File: src/rtl/bram_dwc_pkg.sv
// Shared types and helpers for the wide-to-narrow BRAM width converter.
// Holds the sequencer state encoding and width arithmetic.
package bram_dwc_pkg;

    typedef enum logic [2:0] {
        IDLE    = 3'd0,
        WRITE   = 3'd1,
        READ    = 3'd2,
        RD_CAP  = 3'd3,
        RD_RESP = 3'd4
    } state_t;

    function automatic int ratio(input int mst, input int slv);
        return mst / slv;
    endfunction

    function automatic bit isPow2(input int v);
        return (v > 0) && ((v & (v - 1)) == 0);
    endfunction

endpackage

File: src/rtl/bram_dwc_rd_gather.sv
// Read gather: collects narrow beats into one wide word.
// The output register only changes on the last beat of a read.
module bram_dwc_rd_gather
    import bram_dwc_pkg::*;
#(
    parameter int RATIO         = 4,
    parameter int SLV_DATA_BITW = 32,
    parameter int IDX_BITW      = 2
) (
    input  logic                           Clk_C,
    input  logic                           Rst_R,
    input  logic                           CapEn_S,
    input  logic                           CapLast_S,
    input  logic [IDX_BITW-1:0]            CapIdx_S,
    input  logic [SLV_DATA_BITW-1:0]       SlvRd_D,
    output logic [RATIO*SLV_DATA_BITW-1:0] MstRd_D
);

    logic [RATIO*SLV_DATA_BITW-1:0] stage;
    logic [RATIO*SLV_DATA_BITW-1:0] merged;

    always_comb begin
        merged = stage;
        merged[int'(CapIdx_S)*SLV_DATA_BITW +: SLV_DATA_BITW] = SlvRd_D;
    end

    // Last slice bypasses the stage so the response is ready one cycle sooner.
    always_ff @(posedge Clk_C or posedge Rst_R) begin
        if (Rst_R) begin
            stage   <= '0;
            MstRd_D <= '0;
        end else if (CapEn_S) begin
            stage <= merged;
            if (CapLast_S) begin
                MstRd_D <= merged;
            end
        end
    end

endmodule

File: src/rtl/bram_dwc_seq.sv
// Sequencing BRAM width converter: splits each wide access into narrow beats.
// Define BRAM_DWC_SKIP_EN to skip write beats whose byte enables are all zero.
module bram_dwc_seq
    import bram_dwc_pkg::*;
#(
    parameter int ADDR_BITW     = 32,
    parameter int MST_DATA_BITW = 128,
    parameter int SLV_DATA_BITW = 32
) (
    input  logic                       Clk_C,
    input  logic                       Rst_R,
    input  logic                       MstReq_S,
    output logic                       MstGnt_S,
    input  logic                       MstWe_S,
    input  logic [ADDR_BITW-1:0]       MstAddr_S,
    input  logic [MST_DATA_BITW/8-1:0] MstWrEn_S,
    input  logic [MST_DATA_BITW-1:0]   MstWr_D,
    output logic [MST_DATA_BITW-1:0]   MstRd_D,
    output logic                       MstRdValid_S,
    output logic                       SlvClk_C,
    output logic                       SlvRst_R,
    output logic                       SlvEn_S,
    output logic [ADDR_BITW-1:0]       SlvAddr_S,
    output logic [SLV_DATA_BITW/8-1:0] SlvWrEn_S,
    output logic [SLV_DATA_BITW-1:0]   SlvWr_D,
    input  logic [SLV_DATA_BITW-1:0]   SlvRd_D
);

    localparam int RATIO     = ratio(MST_DATA_BITW, SLV_DATA_BITW);
    localparam int BEAT_BITW = (RATIO > 1) ? $clog2(RATIO) : 1;
    localparam int MST_BYTES = MST_DATA_BITW / 8;
    localparam int SLV_BYTES = SLV_DATA_BITW / 8;
    localparam int SLV_OFF   = $clog2(SLV_BYTES);

    localparam logic [BEAT_BITW-1:0] LAST_BEAT =
        BEAT_BITW'(RATIO - 1);
    localparam logic [ADDR_BITW-1:0] WORD_MASK =
        ~ADDR_BITW'(MST_BYTES - 1);

    if (MST_DATA_BITW < SLV_DATA_BITW) begin : gChkWidth
        $error("MST_DATA_BITW must be >= SLV_DATA_BITW");
    end
    if (!isPow2(RATIO) ||
        (MST_DATA_BITW % SLV_DATA_BITW) != 0) begin : gChkRatio
        $error("width ratio must be an integer power of 2");
    end
    if ((SLV_DATA_BITW % 8) != 0 || !isPow2(SLV_BYTES) ||
        !isPow2(MST_BYTES)) begin : gChkBytes
        $error("byte widths must be powers of 2");
    end

    state_t                 state;
    logic [BEAT_BITW-1:0]   beat;
    logic [BEAT_BITW-1:0]   beatNext;
    logic [BEAT_BITW-1:0]   startBeat;
    logic [BEAT_BITW-1:0]   rdIdx;
    logic [ADDR_BITW-1:0]   addrR;
    logic [MST_BYTES-1:0]   wrEnR;
    logic [MST_DATA_BITW-1:0] wrDataR;
    logic                   accept;
    logic                   beatLast;
    logic                   startWr;
    logic                   rdPend;
    logic                   inWrite;

    assign accept  = MstReq_S && (state == IDLE);
    assign inWrite = (state == WRITE);

`ifdef BRAM_DWC_SKIP_EN
    logic                 anyNz;
    logic                 moreNz;
    logic [BEAT_BITW-1:0] firstIdx;
    logic [BEAT_BITW-1:0] nextIdx;

    // Descending scan leaves the lowest qualifying slice in the index.
    always_comb begin
        anyNz    = 1'b0;
        moreNz   = 1'b0;
        firstIdx = '0;
        nextIdx  = '0;
        for (int i = RATIO - 1; i >= 0; i--) begin
            if (|MstWrEn_S[i*SLV_BYTES +: SLV_BYTES]) begin
                anyNz    = 1'b1;
                firstIdx = BEAT_BITW'(i);
            end
            if (i > int'(beat) &&
                |wrEnR[i*SLV_BYTES +: SLV_BYTES]) begin
                moreNz  = 1'b1;
                nextIdx = BEAT_BITW'(i);
            end
        end
    end

    assign startWr   = anyNz;
    assign startBeat = firstIdx;
    assign beatLast  = inWrite ? !moreNz : (beat == LAST_BEAT);
    assign beatNext  = inWrite ? nextIdx :
                       (beatLast ? '0 : beat + BEAT_BITW'(1));
`else
    assign startWr   = 1'b1;
    assign startBeat = '0;
    assign beatLast  = (beat == LAST_BEAT);
    assign beatNext  = beatLast ? '0 : beat + BEAT_BITW'(1);
`endif

    always_ff @(posedge Clk_C or posedge Rst_R) begin
        if (Rst_R) begin
            state   <= IDLE;
            beat    <= '0;
            addrR   <= '0;
            wrEnR   <= '0;
            wrDataR <= '0;
            rdPend  <= 1'b0;
            rdIdx   <= '0;
        end else begin
            rdPend <= (state == READ);
            rdIdx  <= beat;
            unique case (state)
                IDLE: begin
                    if (accept) begin
                        addrR   <= MstAddr_S & WORD_MASK;
                        wrEnR   <= MstWrEn_S;
                        wrDataR <= MstWr_D;
                        if (!MstWe_S) begin
                            state <= READ;
                            beat  <= '0;
                        end else if (startWr) begin
                            state <= WRITE;
                            beat  <= startBeat;
                        end
                    end
                end
                WRITE: begin
                    beat <= beatNext;
                    if (beatLast) state <= IDLE;
                end
                READ: begin
                    beat <= beatNext;
                    if (beatLast) state <= RD_CAP;
                end
                RD_CAP:  state <= RD_RESP;
                RD_RESP: state <= IDLE;
                default: state <= IDLE;
            endcase
        end
    end

    assign MstGnt_S     = (state == IDLE);
    assign MstRdValid_S = (state == RD_RESP);
    assign SlvClk_C     = Clk_C;
    assign SlvRst_R     = Rst_R;
    assign SlvEn_S      = inWrite || (state == READ);

    // Beat index sits below the word bits, so no carry can reach them.
    assign SlvAddr_S = SlvEn_S ?
        (addrR | (ADDR_BITW'(beat) << SLV_OFF)) : '0;

    assign SlvWrEn_S = inWrite ?
        wrEnR[int'(beat)*SLV_BYTES +: SLV_BYTES] : '0;

    assign SlvWr_D = inWrite ?
        wrDataR[int'(beat)*SLV_DATA_BITW +: SLV_DATA_BITW] : '0;

    bram_dwc_rd_gather #(
        .RATIO         (RATIO),
        .SLV_DATA_BITW (SLV_DATA_BITW),
        .IDX_BITW      (BEAT_BITW)
    ) uGather (
        .Clk_C     (Clk_C),
        .Rst_R     (Rst_R),
        .CapEn_S   (rdPend),
        .CapLast_S (state == RD_CAP),
        .CapIdx_S  (rdIdx),
        .SlvRd_D   (SlvRd_D),
        .MstRd_D   (MstRd_D)
    );

endmodule
File: config.mk
export PLATFORM = sky130hd
export DESIGN_NAME = bram_dwc_seq
export DESIGN_NICKNAME = d
export VERILOG_FILES = /design/src/rtl/bram_dwc_pkg.sv /design/src/rtl/bram_dwc_rd_gather.sv /design/src/rtl/bram_dwc_seq.sv
export SDC_FILE = /design/constraint.sdc
export NUM_CORES = 1
export LEC_CHECK = 0
export ABC_AREA = 1
export CAP_MARGIN = 20
export CORE_MARGIN = 2
export CORE_UTILIZATION = 30
export CTS_CLUSTER_DIAMETER = 200
export CTS_CLUSTER_SIZE = 25
export DETAILED_ROUTE_END_ITERATION = 12
export DONT_BUFFER_PORTS = 1
export PLACE_DENSITY = 0.48
export SYNTH_ARGS = -nofsm -noshare
export SYNTH_HDL_FRONTEND = slang
export SYNTH_SLANG_ARGS = --single-unit
File: constraint.sdc
create_clock -name Clk_C -period 12.9 [get_ports Clk_C]
set_input_delay 0.645 -clock Clk_C [delete_from_list [all_inputs] [get_ports Clk_C]]
set_output_delay 0.645 -clock Clk_C [all_outputs]
set_load 0.02 [all_outputs]
==> impl_summary.txt <==
----------------------------------------------------
[Run status]
  Status ... completed

[Finish]
  Synth-to-Final Area Change ... 5.24%
  Most common cell after layout, fill and taps aside ... sky130_fd_sc_hd__nand2_1
  Fill count ... 7016
  Multi-input gate area in the final layout ... between 7000 and 8000 µm²
  Share of post-route cells with drive strength above 1 ... 2.88%
  Number of non-filler instances in the completed layout ... between 3000 and 4000
  Leading cell types in the layout, fill and taps excluded ... sky130_fd_sc_hd__nand2_1, sky130_fd_sc_hd__dfrtp_1, sky130_fd_sc_hd__o21ai_0
  Area taken by flip-flops and latches ... 10900 µm²
  Total number of nets in the final design ... around 2600

[Setup path]
  Required time at the endpoint of the critical path ... 12.26 ns
  Crit-path max FO ... 2
  FF-to-FF Start ... rdIdx[0]$_DFF_PP0_
  Element type at the critical path end ... output pin
  Crit path depth ... 0
  Capture instance of the worst register-to-register path ... uGather.MstRd_D[58]$_DFFE_PP0P_
  Setup crit end ... SlvClk_C
  Critical path type ... clk -> out
  Crit path arrival time ... 6.45 ns
  Worst-case reg-to-reg path depth ... 8
  Reg2Reg Setup Slack ... about 9.5 ns
  Startpoint class of the critical path ... clock port
  Critical path origin ... Clk_C

[STA]
  Total negative setup slack ... 0 ns
  Final Max Tran Viols ... 0
  Headroom to the max-slew limit ... 23.3%
  Total of endpoints with negative setup slack in the final report ... 0
  Hold Slack ... about 0.11 ns
  Tightest Pin Transition ... ~1.2 ns
  Final worst clock skew ... between 0.02 and 0.03 ns
  RSZ-0062 raised after global routing ... false
  Final-report hold violation count ... 0

[Placement]
  Cells after DPL ... 3201
  Routability congestion estimate ... roughly 0.83
  Number of buffers inserted by port buffering ... 0
  Dpl hpwl ... 40100 µm

[Logic synthesis]
  Mapped cell area ... 19800 µm²
  Register area share after synthesis ... around 55%
  Yosys warnings ... 0
  Number of synthesized register bits ... between 400 and 500
  Distinct cell type count after synthesis ... 26
  Average instance area after synthesis ... a little under 8 µm²
  Post-Synthesis Cells ... between 2000 and 2500

[Detailed routing]
  Total iterations of the first detailed-routing run ... 6
  Total via count in the routed design ... roughly 16000
  Number of nets still failing antenna checks after routing ... 0
  Via-per-instance ratio ... ~4.9
  Routed length per placed instance ... 19.3 µm
  Aggregate routed wire length ... a little over 60000 µm
  Number of design-rule violations left by the first detailed-router iteration ... roughly 1200
  DRC violation count after routing ... 0

[Pwr]
  Overall power of the completed layout ... 5.48 mW
  Leak Pwr ... 10.1 nW
  Maximum vdd ir drop ... around 0.00012 V
  Power per Cell Area ... 263 nW/µm²

[Floorplanning]
  Effective utilization at floorplan ... a little under a third
  Placeable core area ... 65500 µm²
  Die span in x ... 261 µm
  Ports ... roughly 410
  Overall die height ... 261 µm
  Rows ... 94
  Die area ... around 70000 µm²

[CTS]
  Post-cts resize count ... 0
  Clock tree root driver cell ... sky130_fd_sc_hd__clkbuf_16
  Clock tree from TritonCTS ... yes
  Clock sink count ... about 440
  H-tree depth ... 1
  Clock-pin slew reported for the worst setup and hold paths after clock tree synthesis ... approximately 0.11 ns
  Post-CTS Setup Repair Bufs ... 0
  TritonCTS Buffers ... 21
  Hold-fix buffers, CTS ... 0
  Buffers from clock root to sink, at most ... 3
  Clock insertion delay at the later pin of the skew report ... a little under 0.6 ns

[Global routing]
  Number of antenna violations at the first check in global routing ... 3
  GRT overflow ... 0
  Global-route met1 utilization ... approximately 22%
  Pin count of the biggest net entering global routing ... between 200 and 300
  Global Route met3 Usage ... around 7%
  GR Layer Usage met2 ... between 30% and 40%
  Layer with the highest usage ... met2
  Vias in the first global route ... between 15000 and 20000
  Total global routing track utilization ... between 10% and 20%
  First-pass GRT wire length ... 95800 µm

[Flow run]
  Max-cap violations ... 0

[Hold path]
  Class of the tightest hold or removal check ... in -> async

----------------------------------------------------
[cells in the mapped netlist (all sizes together)]
master / count / area (µm²)
o211ai: 72 / 541
o21ai: 268 / 1340
nand3: 67 / 340
a31oi: 32 / 200
nor3: 1 / 5.00
clkinv: 1 / 3.75
inv: 121 / 454
nand2: 1201 / 4510
dfrtp: 436 / 10900
ha: 6 / 75.1
nand4: 1 / 6.26
buf: 107 / 691
clkbuf: 65 / 244
a21oi: 37 / 185
nor2: 70 / 273
conb: 1 / 3.75
nand3b: 1 / 7.51
[registers in the layout (all words and copies together) (netlist names)]
name / flops
addrR: 28
rdPend: 1
wrDataR: 128
beat: 2
uGather.MstRd_D: 128
wrEnR: 16
uGather.stage: 128
state: 3
rdIdx: 2
[per-layer routing]
| metal | wire, µm | part of all wire [%] |
|---|---|---|
| met3 | 6450 | 10 |
| met1 | 24500 | 39 |
| met2 | 30000 | 48 |
| met4 | 1390 | 2.2 |
| met5 | 16 | 0.026 |
[worst min-delay path by stage]
stage,start,endpoint,slack (ns),cells after the start
after floorplan,beat[0]$_DFFE_PP0P_,rdIdx[0]$_DFF_PP0_,0.39,0
after global placement,uGather.stage[84]$_DFFE_PP0P_,uGather.stage[84]$_DFFE_PP0P_,0.46,2
after detailed placement,uGather.stage[59]$_DFFE_PP0P_,uGather.stage[59]$_DFFE_PP0P_,0.46,2
after CTS,Rst_R,addrR[27]$_DFFE_PP0P_,0.13,1
after global routing,MstWr_D[6],wrDataR[6]$_DFFE_PP0P_,0.14,2
final,Rst_R,addrR[27]$_DFFE_PP0P_,0.11,1
[layout make-up]
| cell class | count | area share (%) |
|---|---|---|
| antenna | 3 | 0.0360 |
| clock buffer | 22 | 2.54 |
| clock inverter | 2 | 0.120 |
| inverter | 122 | 2.25 |
| multi-input combinational | 1758 | 36.1 |
| sequential | 436 | 52.4 |
| tap | 864 | 5.19 |
| timing repair buffer | 25 | 1.41 |
[power by group]
part,switching (mW),total (mW),leakage (nW),internal (mW)
Combinational,1.48,2.07,4.37,0.591
Clock,0.470,0.770,0.272,0.300
Sequential,0.657,2.64,5.46,1.98
Total,2.60,5.48,10.1,2.87
[kinds of logic (layout without fill, tap and decap cells)]
family | Yosys count | in the layout | synth area share (%)
simple gates | 1341 | 1341 | 26.0
fa+ha+maj | 6 | 6 | 0.379
other cells | 1 | 5 | 0.0189
buf+inv | 294 | 171 | 7.04
flops | 436 | 436 | 55.1
compound gates | 409 | 409 | 11.5
[metrics by stage]
stage / cell area (µm²) / utilization, % / worst slack, ns
6_report: 20800 / 31.8 / 5.80
5_1_grt: 20800 / 31.8 / 5.80
4_1_cts: 20700 / 31.6 / 5.80
3_5_place_dp: 20200 / 30.8 / 5.81
3_3_place_gp: 20200 / 30.8 / 5.81
2_1_floorplan: 19800 / - / 0.110
(Power assumes the default switching activity.)
